`config.mk`:
```
export PLATFORM = sky130hd
export DESIGN_NAME = prog_sequencer
export DESIGN_NICKNAME = d
export VERILOG_FILES = /design/src/rtl/prog_seq_pkg.sv /design/src/rtl/prog_sequencer_sat_counter.sv /design/src/rtl/prog_sequencer.sv
export SDC_FILE = /design/constraint.sdc
export NUM_CORES = 1
export LEC_CHECK = 0
export BUFFER_PORTS_ARGS = -buffer_cell sky130_fd_sc_hd__buf_2
export CORE_ASPECT_RATIO = 1.75
export CORE_MARGIN = 4
export CORE_UTILIZATION = 58
export CTS_BUF_LIST = sky130_fd_sc_hd__clkbuf_4
export CTS_CLUSTER_DIAMETER = 150
export DETAILED_ROUTE_END_ITERATION = 16
export GPL_TIMING_DRIVEN = 0
export PLACE_DENSITY = 0.93
export SYNTH_ARGS = -nofsm -noshare
export SYNTH_HDL_FRONTEND = slang
export SYNTH_SLANG_ARGS = --single-unit
export TNS_END_PERCENT = 100
```
`constraint.sdc`:
```
create_clock -name Clk -period 3.7 [get_ports Clk]
set_clock_uncertainty 0.2 [all_clocks]
set_input_delay 0.555 -clock Clk [delete_from_list [all_inputs] [get_ports Clk]]
set_output_delay 0.555 -clock Clk [all_outputs]
set_load 0.02 [all_outputs]
```
`src/rtl/prog_seq_pkg.sv`:
```
// Shared types and default constants for the program run controller.
//   state_t     : run-controller state encoding
//   NPROG       : number of selectable programs
//   *_DEF       : default PC width, counter width and program entry addresses
package prog_seq_pkg;

    typedef enum logic [1:0] {
        S_IDLE  = 2'd0,
        S_ARMED = 2'd1,
        S_RUN   = 2'd2,
        S_DONE  = 2'd3
    } state_t;

    localparam int unsigned NPROG      = 3;
    localparam int unsigned L_DEF      = 10;
    localparam int unsigned CW_DEF     = 16;
    localparam int unsigned ENTRY0_DEF = 1;
    localparam int unsigned ENTRY1_DEF = 2;
    localparam int unsigned ENTRY2_DEF = 4;

endpackage

```
`src/rtl/prog_sequencer_sat_counter.sv`:
```
// Saturating up-counter with synchronous clear and enable.
//   Clk, Reset : clock, synchronous active-low reset
//   clr        : clear to zero (has priority over en)
//   en         : count up by one, stopping at MAXCYC
//   count      : registered count value
//   tc_c       : combinational terminal count, high when count == MAXCYC-1
module sat_counter #(
    parameter int unsigned CW     = 16,
    parameter int unsigned MAXCYC = (2 ** CW) - 1
) (
    input  logic          Clk,
    input  logic          Reset,
    input  logic          clr,
    input  logic          en,
    output logic [CW-1:0] count,
    output logic          tc_c
);

    localparam logic [CW-1:0] SAT_VAL = CW'(MAXCYC);
    localparam logic [CW-1:0] TC_VAL  = CW'(MAXCYC - 1);

    // Count register; holds at SAT_VAL instead of wrapping.
    always_ff @(posedge Clk) begin
        if (!Reset) begin
            count <= '0;
        end else if (clr) begin
            count <= '0;
        end else if (en && (count != SAT_VAL)) begin
            count <= count + CW'(1);
        end
    end

    // Terminal count lets the watchdog end RUN on the edge that reaches MAXCYC.
    assign tc_c = (count == TC_VAL);

endmodule

```
`src/rtl/prog_sequencer.sv`:
```
// Run controller for the program counter: arms a selected program, drives the
// PC load/hold/target controls, and reports completion, cycle count and a
// watchdog timeout.
//   Clk, Reset  : clock, synchronous active-low reset
//   Start       : host request level (high arms, falling releases the run)
//   ProgSel     : program index, sampled when a request is accepted
//   Halt        : decoder terminating-instruction indication
//   PcLoad      : PC loads PcTarget at next edge
//   PcTarget    : entry address to load (0 when PcLoad is low)
//   PcHold      : PC holds its value
//   Busy        : program armed or running
//   Done        : last program finished
//   Timeout     : last program ended by the watchdog
//   BadSel      : last request had an out-of-range ProgSel
//   ActiveProg  : index of the armed or last program
//   CycleCount  : RUN cycles of the current or last program
module prog_sequencer
    import prog_seq_pkg::*;
#(
    parameter int unsigned L      = prog_seq_pkg::L_DEF,
    parameter int unsigned NPROG  = prog_seq_pkg::NPROG,
    parameter int unsigned ENTRY0 = prog_seq_pkg::ENTRY0_DEF,
    parameter int unsigned ENTRY1 = prog_seq_pkg::ENTRY1_DEF,
    parameter int unsigned ENTRY2 = prog_seq_pkg::ENTRY2_DEF,
    parameter int unsigned CW     = prog_seq_pkg::CW_DEF,
    parameter int unsigned MAXCYC = (2 ** CW) - 1
) (
    input  logic          Clk,
    input  logic          Reset,
    input  logic          Start,
    input  logic [1:0]    ProgSel,
    input  logic          Halt,
    output logic          PcLoad,
    output logic [L-1:0]  PcTarget,
    output logic          PcHold,
    output logic          Busy,
    output logic          Done,
    output logic          Timeout,
    output logic          BadSel,
    output logic [1:0]    ActiveProg,
    output logic [CW-1:0] CycleCount
);

    state_t         state, state_n;
    logic           pc_load_n;
    logic [L-1:0]   pc_target_n;
    logic           pc_hold_n;
    logic           busy_n;
    logic           done_n;
    logic           timeout_n;
    logic           bad_sel_n;
    logic [1:0]     active_prog_n;
    logic           cnt_clr;
    logic           cnt_en;
    logic           cnt_tc_c;
    logic           sel_ok_c;

    function automatic logic [L-1:0] entry_of(input logic [1:0] sel);
        case (sel)
            2'd0:    return L'(ENTRY0);
            2'd1:    return L'(ENTRY1);
            default: return L'(ENTRY2);
        endcase
    endfunction

    assign sel_ok_c = (32'(ProgSel) < NPROG);

    // RUN-cycle counter doubling as the watchdog.
    sat_counter #(
        .CW     (CW),
        .MAXCYC (MAXCYC)
    ) u_cycle_cnt (
        .Clk   (Clk),
        .Reset (Reset),
        .clr   (cnt_clr),
        .en    (cnt_en),
        .count (CycleCount),
        .tc_c  (cnt_tc_c)
    );

    // State and output registers; outputs are the registered decode of state_n.
    always_ff @(posedge Clk) begin
        if (!Reset) begin
            state      <= S_IDLE;
            PcLoad     <= 1'b0;
            PcTarget   <= '0;
            PcHold     <= 1'b1;
            Busy       <= 1'b0;
            Done       <= 1'b0;
            Timeout    <= 1'b0;
            BadSel     <= 1'b0;
            ActiveProg <= 2'd0;
        end else begin
            state      <= state_n;
            PcLoad     <= pc_load_n;
            PcTarget   <= pc_target_n;
            PcHold     <= pc_hold_n;
            Busy       <= busy_n;
            Done       <= done_n;
            Timeout    <= timeout_n;
            BadSel     <= bad_sel_n;
            ActiveProg <= active_prog_n;
        end
    end

    // Next-state and next-output logic.
    always_comb begin
        state_n       = state;
        pc_load_n     = 1'b0;
        pc_target_n   = '0;
        pc_hold_n     = 1'b1;
        busy_n        = 1'b0;
        done_n        = Done;
        timeout_n     = Timeout;
        bad_sel_n     = BadSel;
        active_prog_n = ActiveProg;
        cnt_clr       = 1'b0;
        cnt_en        = 1'b0;

        case (state)
            S_IDLE, S_DONE: begin
                if (Start) begin
                    if (sel_ok_c) begin
                        state_n       = S_ARMED;
                        active_prog_n = ProgSel;
                        done_n        = 1'b0;
                        timeout_n     = 1'b0;
                        bad_sel_n     = 1'b0;
                        cnt_clr       = 1'b1;
                    end else begin
                        bad_sel_n = 1'b1;
                    end
                end
            end
            S_ARMED: begin
                if (!Start) begin
                    state_n = S_RUN;
                end
            end
            S_RUN: begin
                cnt_en = 1'b1;
                // Halt takes priority over the watchdog on the same cycle.
                if (Halt) begin
                    state_n   = S_DONE;
                    done_n    = 1'b1;
                    timeout_n = 1'b0;
                end else if (cnt_tc_c) begin
                    state_n   = S_DONE;
                    done_n    = 1'b1;
                    timeout_n = 1'b1;
                end
            end
            default: begin
                state_n = S_IDLE;
            end
        endcase

        case (state_n)
            S_ARMED: begin
                pc_load_n   = 1'b1;
                pc_target_n = entry_of(active_prog_n);
                pc_hold_n   = 1'b0;
                busy_n      = 1'b1;
            end
            S_RUN: begin
                pc_hold_n = 1'b0;
                busy_n    = 1'b1;
            end
            default: begin
                pc_hold_n = 1'b1;
            end
        endcase
    end

endmodule

```
==> flow_metrics.tcl <==
set metrics [dict create \
    status "completed" \
    synth.cell_area_um2 1530 \
    critical-path-top-delay-family "adder cells" \
    ys_seq_area_frac 0.379 \
    cts_max_level 2 \
    setup_violations 0 \
    num_vias 1462 \
    layout-drive-gt1-share 0.278 \
    cts_sinks 29 \
    yosysMostFrequentCell "dfxtp_1" \
    grt_max_degree 11 \
    grt.overflow.total 0 \
    start_util 0.607 \
    arrival_ns 2.42 \
    synth_xor_area_frac 0 \
    antenna_found_initial 0 \
    finalNetCount 234 \
    yosys.area_share.simple 0.285 \
    synth-seq-cells 29 \
    cp_cell_sequence "inv_1 -> ha_1 -> buf_2 -> or3_1 -> o32a_1 -> o221a_2 -> ha_1 -> nor2_1 -> inv_1" \
    gp_congestion 0.797 \
    path_max_fanout 10 \
    dp_hpwl_mm 2.64 \
    max_stage_delay_ns 0.42 \
    finalCriticalPeriod_ns 2.41 \
    synthFlopType "dfxtp_1" \
    synth_top_family_by_area "simple AND/OR/NAND/NOR gates" \
    synthCells 178 \
    leakagePower_nw 0.780 \
    synthAdderAreaFrac 0.0409 \
    core_um2 2520 \
    drc 0 \
    synth.avg_cell_area_um2 8.60 \
    cp-end-kind "flip-flop" \
    cp_num_buf_inv 3 \
    die_y_um 75.9 \
    cts_resized 0 \
    clkTransAtPathRegs_ns 0.09 \
    critPathLaunchType "flip-flop" \
    post_cts.repair.setup_buffers 0 \
    grt_pass1_wl_mm 6.00 \
    hp-class "flip-flop to flip-flop" \
    synthMuxAreaShare 0.00654 \
    netlist_top_cells_area "dfxtp_1, a21oi_1, ha_1" \
    rsz0062_at_grt "no" \
    cts_root_buf "clkbuf_4" \
    cts_buffers 5 \
    drt-pass1-iter-count 4 \
    drt_iter0_drc 44 \
    vdd.ir_drop.worst_v 0.000291 \
    synth_compound_area_frac 0.204 \
    grt.total_usage 0.223 \
    p_per_area_nw_per_um2 473 \
    ant_nets 0 \
    yosysTopAreaCell "dfxtp_1" \
    fmax_mhz 415 \
    routedWlPerCell_um 13.8 \
    hold_violations 0 \
    hold_buffers 0 \
    yosys-top-cells-count "dfxtp_1, nor2_1, nand2_1" \
    placement.io_buffers 32 \
    syn_to_final_growth_pct 17.3 \
    cap_violations 0 \
    yosysWarningCount 0 \
    fin_setup_tns_ns 0 \
    wirelength_mm 3.43 \
    maxSlewViolCount 0 \
    yosysTopAreaCellShare 0.379 \
    clk_path_buf_depth 2 \
    num_antenna_cells 0 \
    die_width_um 46.8 \
    critical_path_required_ns 3.71 \
    viasPerCell 5.87 \
    cts_tree "yes" \
    clock_latency_ns 0.32 \
    rows 24 \
    synth_cell_types 48 \
    synth_edf_count 0 \
    crit_type "flip-flop to flip-flop" \
    dp_cells 242 \
    slowest_stage "dfxtp_1" \
    final_cells 249 \
    synthArstFlopShare 0 \
    ios 40 \
    min_period_over_period 0.651 \
    dieArea_um2 3560 \
    grt_pass1_vias 1461 \
]
[final cells by class]
type / instances / area (µm²)
Buffer: 11 / 78.8
Clock buffer: 6 / 45.0
Clock inverter: 1 / 3.75
Fill cell: 221 / 728
Inverter: 12 / 45.0
Multi-Input combinational cell: 132 / 848
Sequential cell: 29 / 581
Tap cell: 26 / 32.5
Timing Repair Buffer: 32 / 160
[per-layer routing]
metal  GRT usage  vias to the layer above  wire length, µm
met3      0.0521                        8              160
met1       0.225                      684             1250
li1            -                      734                -
met4       0.116                        0               91
met2       0.388                       36             1930
met5           0                        -                0
[logic make-up after synthesis]
| kind of cell | count (synthesis) |
|---|---|
| buf+inv | 23 |
| fa+ha+maj | 5 |
| mux | 1 |
| other cells | 1 |
| compound gates | 46 |
| simple gates | 73 |
| flops | 29 |
[power by group]
| group | internal, W | switching, W | total [W] |
|---|---|---|---|
| registers | 0.000351 | 0.0000214 | 0.000372 |
| logic | 0.000115 | 0.000183 | 0.000298 |
| clock network | 0.0000761 | 0.000102 | 0.000178 |
| total | 0.000542 | 0.000306 | 0.000848 |
[path summary, 6_finish.rpt]
path / start / to / slack, ns / cells past startpoint
worst max register to register: state[0] / PcHold / 1.29 / 9
worst min-delay path: BadSel / BadSel / 0.27 / 1
worst min register to register: BadSel / BadSel / 0.27 / 1
worst max-delay path: state[0] / PcHold / 1.29 / 9
[cells in the final DEF, fill, tap and decap left out, drive strengths merged, types with 2 or more instances in the layout]
cell / n
buf: 43
a21oi: 14
ha: 5
a21o: 2
or4: 2
nor3: 6
nor2: 15
o21ai: 9
o311ai: 3
nor4: 4
nand2: 15
nand3: 4
conb: 7
o41ai: 4
a211oi: 3
nand4: 6
nand2b: 4
inv: 12
clkbuf: 6
a2111oi: 2
or3: 8
dfxtp: 29
and2: 2
and3: 2
[worst reg2reg max path: cells and delay by family, from the launching register on]
kind / cells / cell delay (ns)
AO/OA/AOI/OAI: 2 / 0.31
adder cells (fa/ha/maj): 2 / 0.55
buffers and inverters: 3 / 0.29
flip-flops: 1 / 0.42
AND/OR/NAND/NOR: 2 / 0.54
[sequential cells by signal, summed over array words and instances (netlist names)]
| signal | count |
|---|---|
| Done | 1 |
| ActiveProg | 2 |
| BadSel | 1 |
| Timeout | 1 |
| u_cycle_cnt.count | 16 |
| PcTarget | 3 |
| PcHold | 1 |
| Busy | 1 |
| PcLoad | 1 |
| state | 2 |
[metrics by stage]
step                instance area, µm²  setup slack [ns]  total power (W)   util  hold WS [ns]
finish                            1790              1.29         0.000848  0.711         0.271
global route                      1790              1.13         0.000922  0.711         0.300
global placement                  1750              1.36         0.000665  0.692         0.245
floorplan                         1550              1.47         0.000600      -         0.289
CTS                               1790              1.29         0.000855  0.711         0.280
detailed placement                1750              1.30         0.000677  0.692         0.259
No activity file was read; power rests on OpenSTA's default activity.
